[config.mk]
export PLATFORM = sky130hd
export DESIGN_NAME = acc_bank_flat
export DESIGN_NICKNAME = d
export VERILOG_FILES = /design/src/rtl/acc_bank_pkg.sv /design/src/rtl/acc_bank_if.sv /design/src/rtl/acc_alu_core.sv /design/src/rtl/acc_bank.sv /design/src/flat_wrapper.sv
export SDC_FILE = /design/constraint.sdc
export NUM_CORES = 1
export LEC_CHECK = 0
export ABC_AREA = 1
export CAP_MARGIN = 5
export CORE_ASPECT_RATIO = 0.7
export CORE_MARGIN = 3
export CORE_UTILIZATION = 37
export CTS_CLUSTER_DIAMETER = 40
export CTS_CLUSTER_SIZE = 16
export DETAILED_ROUTE_END_ITERATION = 12
export GPL_ROUTABILITY_DRIVEN = 0
export PLACE_DENSITY = 0.62
export SLEW_MARGIN = 5
export SYNTH_ARGS = -nofsm -noshare
export SYNTH_HDL_FRONTEND = slang
export SYNTH_SLANG_ARGS = --single-unit
[constraint.sdc]
create_clock -name clock -period 3 [get_ports clock]
set_input_delay 0.6 -clock clock [delete_from_list [all_inputs] [get_ports clock]]
set_output_delay 0.6 -clock clock [all_outputs]
set_load 0.01 [all_outputs]
[src/rtl/acc_bank_pkg.sv]
// acc_bank shared definitions: op codes, flag indices,
// and the bank-select width helper.
package acc_bank_pkg;

    localparam logic [2:0] OP_NOP     = 3'b000;
    localparam logic [2:0] OP_LOAD    = 3'b001;
    localparam logic [2:0] OP_ADD     = 3'b010;
    localparam logic [2:0] OP_SUB     = 3'b011;
    localparam logic [2:0] OP_CLR     = 3'b100;
    localparam logic [2:0] OP_CLR_ALL = 3'b101;
    localparam logic [2:0] OP_INC     = 3'b110;
    localparam logic [2:0] OP_DEC     = 3'b111;

    localparam int FLAG_C  = 0;
    localparam int FLAG_Z  = 1;
    localparam int FLAG_N  = 2;
    localparam int FLAG_V  = 3;
    localparam int NFLAGS  = 4;

    function automatic int sel_width(input int n);
        return (n > 1) ? $clog2(n) : 1;
    endfunction

endpackage

[src/rtl/acc_bank_if.sv]
// acc_bank operation port: op/sel/in from the ALU side,
// selected bank value, status flags and done back.
interface acc_bank_if
    import acc_bank_pkg::*;
#(
    parameter int WIDTH   = 8,
    parameter int NUM_ACC = 4
);
    localparam int SEL_W = sel_width(NUM_ACC);

    logic [2:0]       op;
    logic [SEL_W-1:0] sel;
    logic [WIDTH-1:0] in;
    logic [WIDTH-1:0] out;
    logic             carry;
    logic             zero;
    logic             negative;
    logic             overflow;
    logic             done;

    modport master (
        output op, sel, in,
        input  out, carry, zero, negative, overflow, done
    );

    modport slave (
        input  op, sel, in,
        output out, carry, zero, negative, overflow, done
    );
endinterface

[src/rtl/acc_alu_core.sv]
// acc_alu_core: WIDTH-bit add/sub with carry/borrow,
// signed overflow and optional unsigned saturation.
module acc_alu_core #(
    parameter int WIDTH    = 8,
    parameter int SATURATE = 0
) (
    input  logic [WIDTH-1:0] a,
    input  logic [WIDTH-1:0] b,
    input  logic             sub,
    output logic [WIDTH-1:0] result,
    output logic             carry,
    output logic             overflow
);
    logic [WIDTH:0] raw;

    // Extended-width sum/difference, flags from the raw result
    always_comb begin
        if (sub) begin
            raw = {1'b0, a} - {1'b0, b};
        end else begin
            raw = {1'b0, a} + {1'b0, b};
        end
        carry = raw[WIDTH];
        if (sub) begin
            overflow = (a[WIDTH-1] != b[WIDTH-1]) &&
                       (raw[WIDTH-1] != a[WIDTH-1]);
        end else begin
            overflow = (a[WIDTH-1] == b[WIDTH-1]) &&
                       (raw[WIDTH-1] != a[WIDTH-1]);
        end
        result = raw[WIDTH-1:0];
        if (SATURATE != 0 && carry) begin
            result = sub ? '0 : '1;
        end
    end
endmodule

[src/rtl/acc_bank.sv]
// acc_bank: NUM_ACC independent accumulators sharing one
// ALU core, global status flags and a done pulse.
module acc_bank
    import acc_bank_pkg::*;
#(
    parameter int WIDTH    = 8,
    parameter int NUM_ACC  = 4,
    parameter int SATURATE = 0
) (
    input logic        clock,
    input logic        reset,
    acc_bank_if.slave  bus
);
    localparam int SEL_W = sel_width(NUM_ACC);

    logic [WIDTH-1:0]  bank [NUM_ACC];
    logic [WIDTH-1:0]  cur;
    logic [WIDTH-1:0]  operand;
    logic [WIDTH-1:0]  alu_res;
    logic [WIDTH-1:0]  wr_data;
    logic [NFLAGS-1:0] flags;
    logic [NFLAGS-1:0] flags_nxt;
    logic              alu_c;
    logic              alu_v;
    logic              alu_sub;
    logic              sel_ok;
    logic              clr_all;
    logic              act;
    logic              done_q;

    assign sel_ok  = int'(bus.sel) < NUM_ACC;
    assign clr_all = (bus.op == OP_CLR_ALL);
    assign act     = (bus.op != OP_NOP) && (sel_ok || clr_all);
    assign alu_sub = (bus.op == OP_SUB) || (bus.op == OP_DEC);
    assign operand = (bus.op == OP_INC || bus.op == OP_DEC)
                   ? WIDTH'(1) : bus.in;

    // Selected bank read-out; out-of-range select reads zero
    always_comb begin
        cur = '0;
        for (int i = 0; i < NUM_ACC; i++) begin
            if (bus.sel == SEL_W'(i)) begin
                cur = bank[i];
            end
        end
    end

    acc_alu_core #(
        .WIDTH    (WIDTH),
        .SATURATE (SATURATE)
    ) u_alu (
        .a        (cur),
        .b        (operand),
        .sub      (alu_sub),
        .result   (alu_res),
        .carry    (alu_c),
        .overflow (alu_v)
    );

    // Write data and next flags for the current op
    always_comb begin
        wr_data   = '0;
        flags_nxt = flags;
        case (bus.op)
            OP_LOAD: begin
                wr_data           = bus.in;
                flags_nxt         = '0;
                flags_nxt[FLAG_Z] = (bus.in == '0);
                flags_nxt[FLAG_N] = bus.in[WIDTH-1];
            end
            OP_ADD, OP_SUB, OP_INC, OP_DEC: begin
                wr_data           = alu_res;
                flags_nxt[FLAG_C] = alu_c;
                flags_nxt[FLAG_V] = alu_v;
                flags_nxt[FLAG_Z] = (alu_res == '0);
                flags_nxt[FLAG_N] = alu_res[WIDTH-1];
            end
            OP_CLR, OP_CLR_ALL: begin
                wr_data           = '0;
                flags_nxt         = '0;
                flags_nxt[FLAG_Z] = 1'b1;
            end
            default: begin
                wr_data   = '0;
                flags_nxt = flags;
            end
        endcase
    end

    // Bank array: clear-all, or write only the selected bank
    always_ff @(posedge clock or posedge reset) begin
        if (reset) begin
            for (int i = 0; i < NUM_ACC; i++) begin
                bank[i] <= '0;
            end
        end else if (act) begin
            for (int i = 0; i < NUM_ACC; i++) begin
                if (clr_all) begin
                    bank[i] <= '0;
                end else if (bus.sel == SEL_W'(i)) begin
                    bank[i] <= wr_data;
                end
            end
        end
    end

    // Global flags from the last accepted op, plus done pulse
    always_ff @(posedge clock or posedge reset) begin
        if (reset) begin
            flags         <= '0;
            flags[FLAG_Z] <= 1'b1;
            done_q        <= 1'b0;
        end else begin
            done_q <= act;
            if (act) begin
                flags <= flags_nxt;
            end
        end
    end

    assign bus.out      = cur;
    assign bus.carry    = flags[FLAG_C];
    assign bus.zero     = flags[FLAG_Z];
    assign bus.negative = flags[FLAG_N];
    assign bus.overflow = flags[FLAG_V];
    assign bus.done     = done_q;
endmodule

[src/flat_wrapper.sv]
// flat-port wrapper written by rule: the top's interface ports become plain ports
module acc_bank_flat import acc_bank_pkg::*;
#(
    parameter int WIDTH    = 8,
    parameter int NUM_ACC  = 4,
    parameter int SATURATE = 0
)
  (clock, reset, bus_op, bus_sel, bus_in, bus_out, bus_carry, bus_zero, bus_negative, bus_overflow, bus_done);
  acc_bank_if #(.WIDTH(WIDTH), .NUM_ACC(NUM_ACC)) bus_i ();
  input logic clock;
  input logic reset;
  input wire logic [$bits(bus_i.op)-1:0] bus_op;
  input wire logic [$bits(bus_i.sel)-1:0] bus_sel;
  input wire logic [$bits(bus_i.in)-1:0] bus_in;
  output wire logic [$bits(bus_i.out)-1:0] bus_out;
  output wire logic [$bits(bus_i.carry)-1:0] bus_carry;
  output wire logic [$bits(bus_i.zero)-1:0] bus_zero;
  output wire logic [$bits(bus_i.negative)-1:0] bus_negative;
  output wire logic [$bits(bus_i.overflow)-1:0] bus_overflow;
  output wire logic [$bits(bus_i.done)-1:0] bus_done;
  assign bus_i.op = bus_op;
  assign bus_i.sel = bus_sel;
  assign bus_i.in = bus_in;
  assign bus_out = bus_i.out;
  assign bus_carry = bus_i.carry;
  assign bus_zero = bus_i.zero;
  assign bus_negative = bus_i.negative;
  assign bus_overflow = bus_i.overflow;
  assign bus_done = bus_i.done;
  acc_bank #(.WIDTH(WIDTH), .NUM_ACC(NUM_ACC), .SATURATE(SATURATE)) u_core (.clock(clock), .reset(reset), .bus(bus_i));
endmodule
==> metrics <==
outcome complete, no violations; post-synthesis register bit count 37; GR Overflow Total 0; Finished Cell Area 3400 um2; post-place instance area around 3200 um2; hold-fix buffers at CTS 0; Fmax between 0.3 and 0.4 GHz; worst-path maximum fanout 4; Core Region about 6400 um2; dominant synthesized flop cell dfrtp_1; Fillers 633; ranking of synthesized cells by area dfrtp_1 36%, nand2_1 22%, inv_1 6.9%; global-route wire length before repair about 12000 um; DR iter-0 viols 140; Root Buffer clkbuf_8; height of the die approximately 75 um; Power Dens Cells roughly 670 nW/um2; sequential fraction of the synthesis area 0.372; EDFF count, synth 0; Worst EP arrival 2.28 ns; CTS buffer count 5; setup slack at placement -0.333 ns; most frequent cell after synthesis nand2_1; Mapped Area 2490 um2; slew at the pin with the worst max-slew slack around 0.46 ns; VDD IR max roughly 0.26 mV; CTS tree built; max-slew violations 0; nets@finish ~470; Area Overhead vs Synth 36.6%; Yosys top cell area share 0.362; crit path kind input port to primary output; Worst slew margin 0.690; row count 24; Vias 2489; Leak roughly 1.8 nW; Startpoint Class input port; hold path depth 2; Clock Tree Buf Depth 2; Max-cap violations 0; drt wl/cell roughly 13 um; DRC viols 0; nature of the critical path endpoint primary output; Post-Syn Nets about 390; Post-Synthesis Cells 361; routed wire length between 6000 and 7000 um; Post-synth top cells 143 x nand2_1, 46 x inv_1, 36 x dfrtp_1; Via-to-Cell Ratio between 4 and 5; Starting Density 0.391; Setup TNS Final 0 ns; fraction of layout cells with a size suffix above 1 0.229; die footprint 7770 um2; FFs w/ async S/R, synth 1.00; I/O pin count 28; Post-Synthesis Mean Instance Area approximately 6.9 um2; port buffer count 27; Pre-Repair DR Iteration Count 4; Worst-path clk slew approximately 0.07 ns; period utilization 0.961; Setup-failing EPs final 0; Netlist cell types 33; worst skew pair latency roughly 0.28 ns; unrepaired setup endpoints after global routing no; post-route ant nets 0; HP Class flip-flop to flip-flop; Max H-tree Level 2; largest net degree at the start of global routing 38; vias in the first global route 2352; HPWL Detailed between 5000 and 6000 um; Tmin final 2.88 ns; setup ws final 0.118 ns; Total GRT Usage 0.187; clock tree sinks 37; initial antenna violation count 0; Final Hold Fails 0; CP required approximately 2.4 ns; Die Width between 100 and 150 um; ANT cells 0; R2R cell count 16; area leader, netlist dfrtp_1; synth warn 0; Post-Route Skew 0.00316 ns; Hold WS around 0.48 ns
power by group:
group          switching, mW  internal, mW  total [mW]  leakage, nW
logic                  0.640         0.562        1.20         1.30
registers             0.0765         0.663       0.740        0.472
clock network          0.167         0.165       0.332       0.0395
kinds of logic (layout without fill, tap and decap cells):
family	count (synthesis)	after routing	share of synthesized area
buffers and inverters	57	141	0.0879
flip-flops	37	37	0.372
AO/OA/AOI/OAI	47	47	0.117
adder cells (fa/ha/maj)	10	10	0.0532
XOR/XNOR	8	8	0.0281
AND/OR/NAND/NOR	202	202	0.342
layout make-up:
| cell class | instances | area (um2) | area share |
|---|---|---|---|
| clock buffer | 8 | 80.1 | 0.0235 |
| inverter | 55 | 206 | 0.0607 |
| multi-input combinational | 267 | 1420 | 0.417 |
| sequential | 37 | 927 | 0.272 |
| tap | 91 | 114 | 0.0335 |
| timing repair buffer | 78 | 657 | 0.193 |
cell usage in the layout (no fill, tap or decap), types with 3 or more instances in the layout:
master           synthesis  routed
nor2_1                  24      21
clkdlybuf4s50_1          0      21
inv_2                    9      10
buf_4                    1      51
o21ai_1                 12      11
inv_1                   46      45
dlymetal6s2s_1           0       3
dfrtp_1                 36      36
nor2_2                   4       6
xor2_1                   6       6
nand2_2                  3       5
nand2_1                143     141
ha_1                     9       7
clkbuf_8                 0       5
dlygate4sd2_1            0       3
o21ai_0                 12      10
nand3_1                 12      11
o21ai_2                  6       8
nand4_1                  7       7
clkbuf_1                 0       3
a21oi_1                  9       8
worst paths after layout:
| check | from | to | slack (ns) |
|---|---|---|---|
| min in group asynchronous | reset | u_core.bank[14] | 0.73 |
| max in group asynchronous | reset | u_core.flags[1] | 1.93 |
| max reg2reg | u_core.bank[18] | u_core.bank[14] | 0.78 |
| max | bus_sel[0] | bus_out[2] | 0.12 |
| min | u_core.flags[2] | u_core.flags[2] | 0.48 |
| min reg2reg | u_core.flags[2] | u_core.flags[2] | 0.48 |
critical path, stage by stage:
cell and delay, ns:
dlygate4sd2_1 0.30, inv_1 0.09, nor2_2 0.04, inv_1 0.09, nor2_1 0.05, a221oi_1 0.32
o21ai_2 0.16, buf_4 0.16, clkdlybuf4s50_1 0.46
metal layers:
| layer | wire length (um) | track usage | up-vias |
|---|---|---|---|
| met5 | 0 | 0 | - |
| met4 | 10 | 0.0236 | 0 |
| met3 | 458 | 0.0428 | 3 |
| met2 | 2750 | 0.273 | 66 |
| met1 | 3660 | 0.290 | 1119 |
| li1 | - | - | 1301 |
registers in the layout, summed over array words and instances (netlist names):
register / cells
u_core.bank: 32
u_core.bus.done: 1
u_core.flags: 4
through the flow:
step	power [mW]	utilization	cells
final	2.27	0.535	536
after global routing	2.49	0.535	536
after CTS	2.26	0.524	535
after detailed placement	1.90	0.507	526
after global placement	1.88	0.507	526
after floorplan	1.40	-	361
timing repair:
item | 4_1_cts | 5_1_grt
buffers inserted | 1 | 1
pin swaps | 1 | 4
gates resized for setup | 12 | 15
setup endpoints to repair | 9 | 24
Power figures use the tool's default switching activity.
